### config.mk
export PLATFORM = sky130hd
export DESIGN_NAME = single_loop
export DESIGN_NICKNAME = d
export VERILOG_FILES = /design/src/rtl/single_loop.sv
export SDC_FILE = /design/constraint.sdc
export NUM_CORES = 1
export LEC_CHECK = 0
export CAP_MARGIN = 25
export CORE_ASPECT_RATIO = 1.2
export CORE_MARGIN = 2
export CORE_UTILIZATION = 56
export DETAILED_ROUTE_END_ITERATION = 12
export GPL_ROUTABILITY_DRIVEN = 1
export GPL_TIMING_DRIVEN = 1
export PLACE_DENSITY = 0.85
export SLEW_MARGIN = 0
export SYNTH_ARGS = -nofsm -noshare
export SYNTH_HDL_FRONTEND = slang
export SYNTH_SLANG_ARGS = --single-unit
### constraint.sdc
create_clock -name clk -period 9.5 [get_ports clk]
set_input_delay 0.95 -clock clk [delete_from_list [all_inputs] [get_ports clk]]
set_output_delay 0.95 -clock clk [all_outputs]
set_load 0.01 [all_outputs]
### src/rtl/single_loop.sv
// Iteration tracker for one hardware-loop stack entry.
// Ports: clk, reset, should_increment, initial_iteration_count,
//   initial_is_inner_independent_loop, jumped -> done, current_iteration.
module single_loop #(
  parameter int BITS                  = 18,
  parameter int SUPERSCALAR_LOG_WIDTH = 2
) (
  input  logic            clk,
  input  logic            reset,
  input  logic            should_increment,
  input  logic [BITS-1:0] initial_iteration_count,
  input  logic            initial_is_inner_independent_loop,
  input  logic            jumped,
  output logic            done,
  output logic [BITS-1:0] current_iteration
);

  localparam logic [BITS-1:0] WIDE_STEP =
    BITS'(1) << SUPERSCALAR_LOG_WIDTH;

  logic [BITS-1:0] count_q;
  logic            indep_q;
  logic [BITS-1:0] step;
  logic [BITS:0]   next_sum;
  logic            last;

  assign step = indep_q ? WIDE_STEP : BITS'(1);

  // One extra bit so index + step never wraps near the top of the range.
  assign next_sum = {1'b0, current_iteration} + {1'b0, step};
  assign last     = next_sum >= {1'b0, count_q};

  always_ff @(posedge clk) begin
    if (reset) begin
      count_q           <= initial_iteration_count;
      indep_q           <= initial_is_inner_independent_loop;
      current_iteration <= '0;
      done              <= 1'b0;
    end else begin
      done <= last;
      if (should_increment && jumped && !last)
        current_iteration <= next_sum[BITS-1:0];
    end
  end

endmodule

==> impl_results.html <==
<table>
<tr><th>Metric</th><th>Value</th></tr>
<tr><th colspan="2">Cells and area</th></tr>
<tr><td>Number of nets in the layout</td><td>306</td></tr>
<tr><td>Most common library cell in the layout ignoring fill and taps</td><td>sky130_fd_sc_hd__clkdlybuf4s50_1</td></tr>
<tr><td>Fillcell total</td><td>~280</td></tr>
<tr><td>Final non-filler cell total</td><td>roughly 320</td></tr>
<tr><td>Leading cell types in the layout, fill and taps excluded</td><td>sky130_fd_sc_hd__clkdlybuf4s50_1 (41), sky130_fd_sc_hd__ha_1 (21), sky130_fd_sc_hd__inv_1 (19), sky130_fd_sc_hd__edfxtp_1 (19), sky130_fd_sc_hd__dfxtp_1 (19)</td></tr>
<tr><td>Proportion of layout cells with a drive suffix above 1</td><td>6.84%</td></tr>
<tr><td>Final core area utilization</td><td>74.0%</td></tr>
<tr><td>Number of diodes</td><td>0</td></tr>
<tr><td>Layout-stage area growth over the synthesis result</td><td>24.9%</td></tr>
<tr><th colspan="2">Timing</th></tr>
<tr><td>Setup repair after global routing missed its margin</td><td>false</td></tr>
<tr><td>Worst clock skew</td><td>6.19 ps</td></tr>
<tr><td>Total negative slack</td><td>0 ps</td></tr>
<tr><td>Max Clk Rate</td><td>255 MHz</td></tr>
<tr><td>Portion of the clock cycle consumed by the worst path in the final layout</td><td>41.2%</td></tr>
<tr><td>Final setup violating endpoints</td><td>0</td></tr>
<tr><td>Number of hold violations in the final report</td><td>0</td></tr>
<tr><td>Actual slew at the worst max-slew pin</td><td>934 ps</td></tr>
<tr><td>Tightest slew margin relative to the limit</td><td>37.2%</td></tr>
<tr><td>Worst-case setup margin in the final layout</td><td>5580 ps</td></tr>
<tr><td>Clock period minus worst slack</td><td>3920 ps</td></tr>
<tr><td>Max-slew violation total from the final report</td><td>0</td></tr>
<tr><th colspan="2">Logic synthesis</th></tr>
<tr><td>Post-Syn Instances</td><td>221</td></tr>
<tr><td>Synth Register Bits</td><td>38</td></tr>
<tr><td>Main synth FF type</td><td>sky130_fd_sc_hd__edfxtp_1</td></tr>
<tr><td>Yosys top cell area share</td><td>26.1%</td></tr>
<tr><td>Post-synth ARST share</td><td>0%</td></tr>
<tr><td>Number of flops mapped to enable cells by yosys</td><td>19</td></tr>
<tr><td>YS warnings</td><td>0</td></tr>
<tr><td>Synth top area cells</td><td>sky130_fd_sc_hd__edfxtp_1 (26%), sky130_fd_sc_hd__dfxtp_1 (17%), sky130_fd_sc_hd__ha_1 (12%)</td></tr>
<tr><td>Syn Std Cell Area</td><td>2190 sq um</td></tr>
<tr><td>Syn avg cell area</td><td>9.90 sq um</td></tr>
<tr><td>Most area-hungry cell type in the Yosys netlist</td><td>sky130_fd_sc_hd__edfxtp_1</td></tr>
<tr><td>Distinct cell type count after synthesis</td><td>37</td></tr>
<tr><td>Share of the yosys chip area belonging to registers</td><td>approximately 43%</td></tr>
<tr><td>Post-synthesis net count</td><td>approximately 270</td></tr>
<tr><th colspan="2">Setup path</th></tr>
<tr><td>FF-to-FF End</td><td>current_iteration[11]$_SDFFE_PP0P_</td></tr>
<tr><td>Cell breakdown of the critical path</td><td>ha_1 -&gt; a31oi_1 -&gt; nor2_1 -&gt; nand3_1 -&gt; nor2_1 -&gt; xor2_1 -&gt; ha_1 -&gt; a221o_1 -&gt; nor3_1 -&gt; nand3_1 -&gt; mux2_2</td></tr>
<tr><td>Highest cell delay on the worst timing path</td><td>770 ps</td></tr>
<tr><td>Crit path required time</td><td>slightly below 10000 ps</td></tr>
<tr><td>Startpoint of the worst register-to-register path</td><td>indep_q$_DFFE_PP_</td></tr>
<tr><td>Kind of start point of the critical path</td><td>flop</td></tr>
<tr><td>Standard cell with the maximum stage delay on the critical path</td><td>sky130_fd_sc_hd__nor3_1</td></tr>
<tr><td>R2r setup slk</td><td>5580 ps</td></tr>
<tr><td>Endpoint type of the worst setup path</td><td>flop</td></tr>
<tr><td>Critical path arrival</td><td>4100 ps</td></tr>
<tr><td>Category of the most critical setup path</td><td>reg -&gt; reg</td></tr>
<tr><td>Worst Path Max Fanout</td><td>8</td></tr>
<tr><td>R2R cell count</td><td>11</td></tr>
<tr><th colspan="2">Hold path</th></tr>
<tr><td>Worst Hold End</td><td>current_iteration[0]$_SDFFE_PP0P_</td></tr>
<tr><td>Worst min-delay path class</td><td>reg -&gt; reg</td></tr>
<tr><td>HP Start</td><td>current_iteration[0]$_SDFFE_PP0P_</td></tr>
<tr><td>Hold-critical path depth</td><td>2</td></tr>
<tr><th colspan="2">Routing</th></tr>
<tr><td>Routed vias/inst</td><td>5.59</td></tr>
<tr><td>DRT antenna net count</td><td>0</td></tr>
<tr><td>Vias after detailed routing</td><td>1760</td></tr>
<tr><td>Routed wirelength normalized by instance count</td><td>roughly 14 um</td></tr>
<tr><td>Number of iterations in the first detailed-routing pass</td><td>4</td></tr>
<tr><td>Final wirelength</td><td>approximately 4400 um</td></tr>
<tr><td>Post-route DRC violation count</td><td>0</td></tr>
<tr><td>Number of DRC markers after the initial detailed-route iteration</td><td>86</td></tr>
<tr><th colspan="2">Global route</th></tr>
<tr><td>Maximum number of pins on one net before global-route repair</td><td>44</td></tr>
<tr><td>Remaining Overflow, GRT</td><td>0</td></tr>
<tr><td>Number of global-route vias before repair</td><td>1724</td></tr>
<tr><td>Antenna violations before repair</td><td>0</td></tr>
<tr><td>Aggregate global-route resource usage</td><td>23.2%</td></tr>
<tr><td>Global-route wire length before repair</td><td>~7700 um</td></tr>
<tr><th colspan="2">Clock tree</th></tr>
<tr><td>Clock tree from TritonCTS</td><td>done</td></tr>
<tr><td>Quantity of gates resized following cts</td><td>0</td></tr>
<tr><td>Number of sinks on the clock net</td><td>38</td></tr>
<tr><td>Cts hold-fix bufs</td><td>0</td></tr>
<tr><td>Setup Buffers After CTS</td><td>0</td></tr>
<tr><td>Source-to-sink clock delay at the later pin of the worst-skew pair</td><td>290 ps</td></tr>
<tr><td>Root Buffer Master</td><td>sky130_fd_sc_hd__clkbuf_8</td></tr>
<tr><td>Number of buffers inserted during clock tree synthesis</td><td>5</td></tr>
<tr><td>Clock slew at reported path FFs</td><td>70 ps</td></tr>
<tr><td>Clock tree buffer depth</td><td>2</td></tr>
<tr><td>Count of H-tree levels built during CTS</td><td>2</td></tr>
<tr><th colspan="2">Power and ir drop</th></tr>
<tr><td>Share of power burned in combinational logic</td><td>between 10% and 20%</td></tr>
<tr><td>Pint</td><td>0.263 mW</td></tr>
<tr><td>Sw Share</td><td>between 20% and 30%</td></tr>
<tr><td>Portion of total power attributed to the clock network</td><td>35.5%</td></tr>
<tr><td>Total Power Consumption</td><td>0.337 mW</td></tr>
<tr><td>Power Density</td><td>123 nW/um^2</td></tr>
<tr><td>Leak</td><td>1.09 nW</td></tr>
<tr><td>Reg power frac</td><td>54.1%</td></tr>
<tr><td>Peak supply drop</td><td>0.104 mV</td></tr>
<tr><td>Switch Pwr</td><td>0.0744 mW</td></tr>
<tr><th colspan="2">Floorplan</th></tr>
<tr><td>Die Area</td><td>between 4000 and 5000 sq um</td></tr>
<tr><td>Die Wd</td><td>between 60 and 70 um</td></tr>
<tr><td>Number of placement rows</td><td>24</td></tr>
<tr><td>Top-level I/O count</td><td>42</td></tr>
<tr><td>Starting utilization of the core area</td><td>59.2%</td></tr>
<tr><td>Floorplan die height</td><td>72.5 um</td></tr>
<tr><td>Area of the placeable core</td><td>3690 sq um</td></tr>
<tr><th colspan="2">Placed design</th></tr>
<tr><td>Count of placed standard cells including taps</td><td>307</td></tr>
<tr><td>Routability-driven placement congestion ratio</td><td>0.898</td></tr>
<tr><td>Port buffer count</td><td>41</td></tr>
<tr><td>Dpl ws</td><td>5630 ps</td></tr>
<tr><td>DPL Wire Length</td><td>3160 um</td></tr>
<tr><th colspan="2">Run</th></tr>
<tr><td>Maximum capacitance violations</td><td>0</td></tr>
<tr><th colspan="2">Run status</th></tr>
<tr><td>Status</td><td>complete, no violations</td></tr>
</table>
-- through the flow --
step	hold WS [ps]	area, sq um
after floorplan	515	2190
after global placement	482	2630
after detailed placement	491	2630
after CTS	501	2730
after global routing	527	2730
final	499	2730
-- cells by family after synthesis --
logic type / share of synthesized area, %
simple gates: 16.8
compound gates: 13.4
flops: 43.5
buf+inv: 5.37
fa+ha+maj: 12.0
xor+xnor: 6.40
mux: 2.57
-- final cells by class --
| type | count | area [sq um] | share of cell area [%] |
|---|---|---|---|
| multi-input combinational | 155 | 1120 | 41.0 |
| tap | 52 | 65.1 | 2.38 |
| clock buffer | 7 | 96.3 | 3.53 |
| timing repair buffer | 43 | 425 | 15.6 |
| inverter | 19 | 71.3 | 2.61 |
| sequential | 38 | 951 | 34.8 |
| clock inverter | 1 | 3.75 | 0.137 |
-- registers in the layout, indices dropped and copies added, names as in the netlist --
name,count
current_iteration,18
done,1
indep_q,1
count_q,18
-- power by group through the flow --
stage / sequential, mW / clock (mW) / combinational, mW
final: 0.182 / 0.120 / 0.0352
after global routing: 0.183 / 0.130 / 0.0397
after detailed placement: 0.186 / 0 / 0.0351
after global placement: 0.186 / 0 / 0.0337
after floorplan: 0.186 / 0 / 0.0182
after CTS: 0.182 / 0.123 / 0.0356
-- cells in the mapped netlist (2+ instances only) --
cell type / n
sky130_fd_sc_hd__a211o_1: 2
sky130_fd_sc_hd__a21oi_1: 18
sky130_fd_sc_hd__buf_2: 4
sky130_fd_sc_hd__clkbuf_1: 4
sky130_fd_sc_hd__dfxtp_1: 19
sky130_fd_sc_hd__edfxtp_1: 19
sky130_fd_sc_hd__ha_1: 21
sky130_fd_sc_hd__inv_1: 19
sky130_fd_sc_hd__mux2_2: 5
sky130_fd_sc_hd__nand2_1: 11
sky130_fd_sc_hd__nand2b_1: 2
sky130_fd_sc_hd__nand3_1: 11
sky130_fd_sc_hd__nand4_1: 4
sky130_fd_sc_hd__nor2_1: 17
sky130_fd_sc_hd__nor2b_1: 5
sky130_fd_sc_hd__nor3_1: 3
sky130_fd_sc_hd__o211ai_1: 2
sky130_fd_sc_hd__o21ai_0: 4
sky130_fd_sc_hd__o31ai_1: 10
sky130_fd_sc_hd__or4_1: 10
sky130_fd_sc_hd__xnor2_1: 9
sky130_fd_sc_hd__xor2_1: 7
-- critical path, delay by kind of cell (launching register included) --
kind | cells | cell delay, ps
DFF | 1 | 400
AOI/OAI and AO/OA | 2 | 570
and+or+nand+nor | 5 | 1740
muxes | 1 | 310
xor gates and xnor gates | 1 | 180
adders and majority gates | 2 | 620
-- metal layers --
layer	vias to the layer above	global-route usage, %	part of all wire [%]
met5	-	0	0
met4	0	8.94	1.6
met3	5	6.77	6.0
met2	57	36.1	49
met1	812	30.1	43
li1	886	-	-
-- how the worst max path moves through the flow --
stage	startpoint	to	slack, ps	cells past startpoint
6_report	indep_q$_DFFE_PP_	current_iteration[11]$_SDFFE_PP0P_	5580	11
5_1_grt	indep_q$_DFFE_PP_	current_iteration[11]$_SDFFE_PP0P_	5230	12
4_1_cts	indep_q$_DFFE_PP_	current_iteration[11]$_SDFFE_PP0P_	5600	11
3_5_place_dp	indep_q$_DFFE_PP_	current_iteration[11]$_SDFFE_PP0P_	5630	11
3_3_place_gp	indep_q$_DFFE_PP_	current_iteration[7]$_SDFFE_PP0P_	5800	16
2_1_floorplan	indep_q$_DFFE_PP_	current_iteration[1]$_SDFFE_PP0P_	6000	17
No activity file was read; power rests on OpenSTA's default activity.
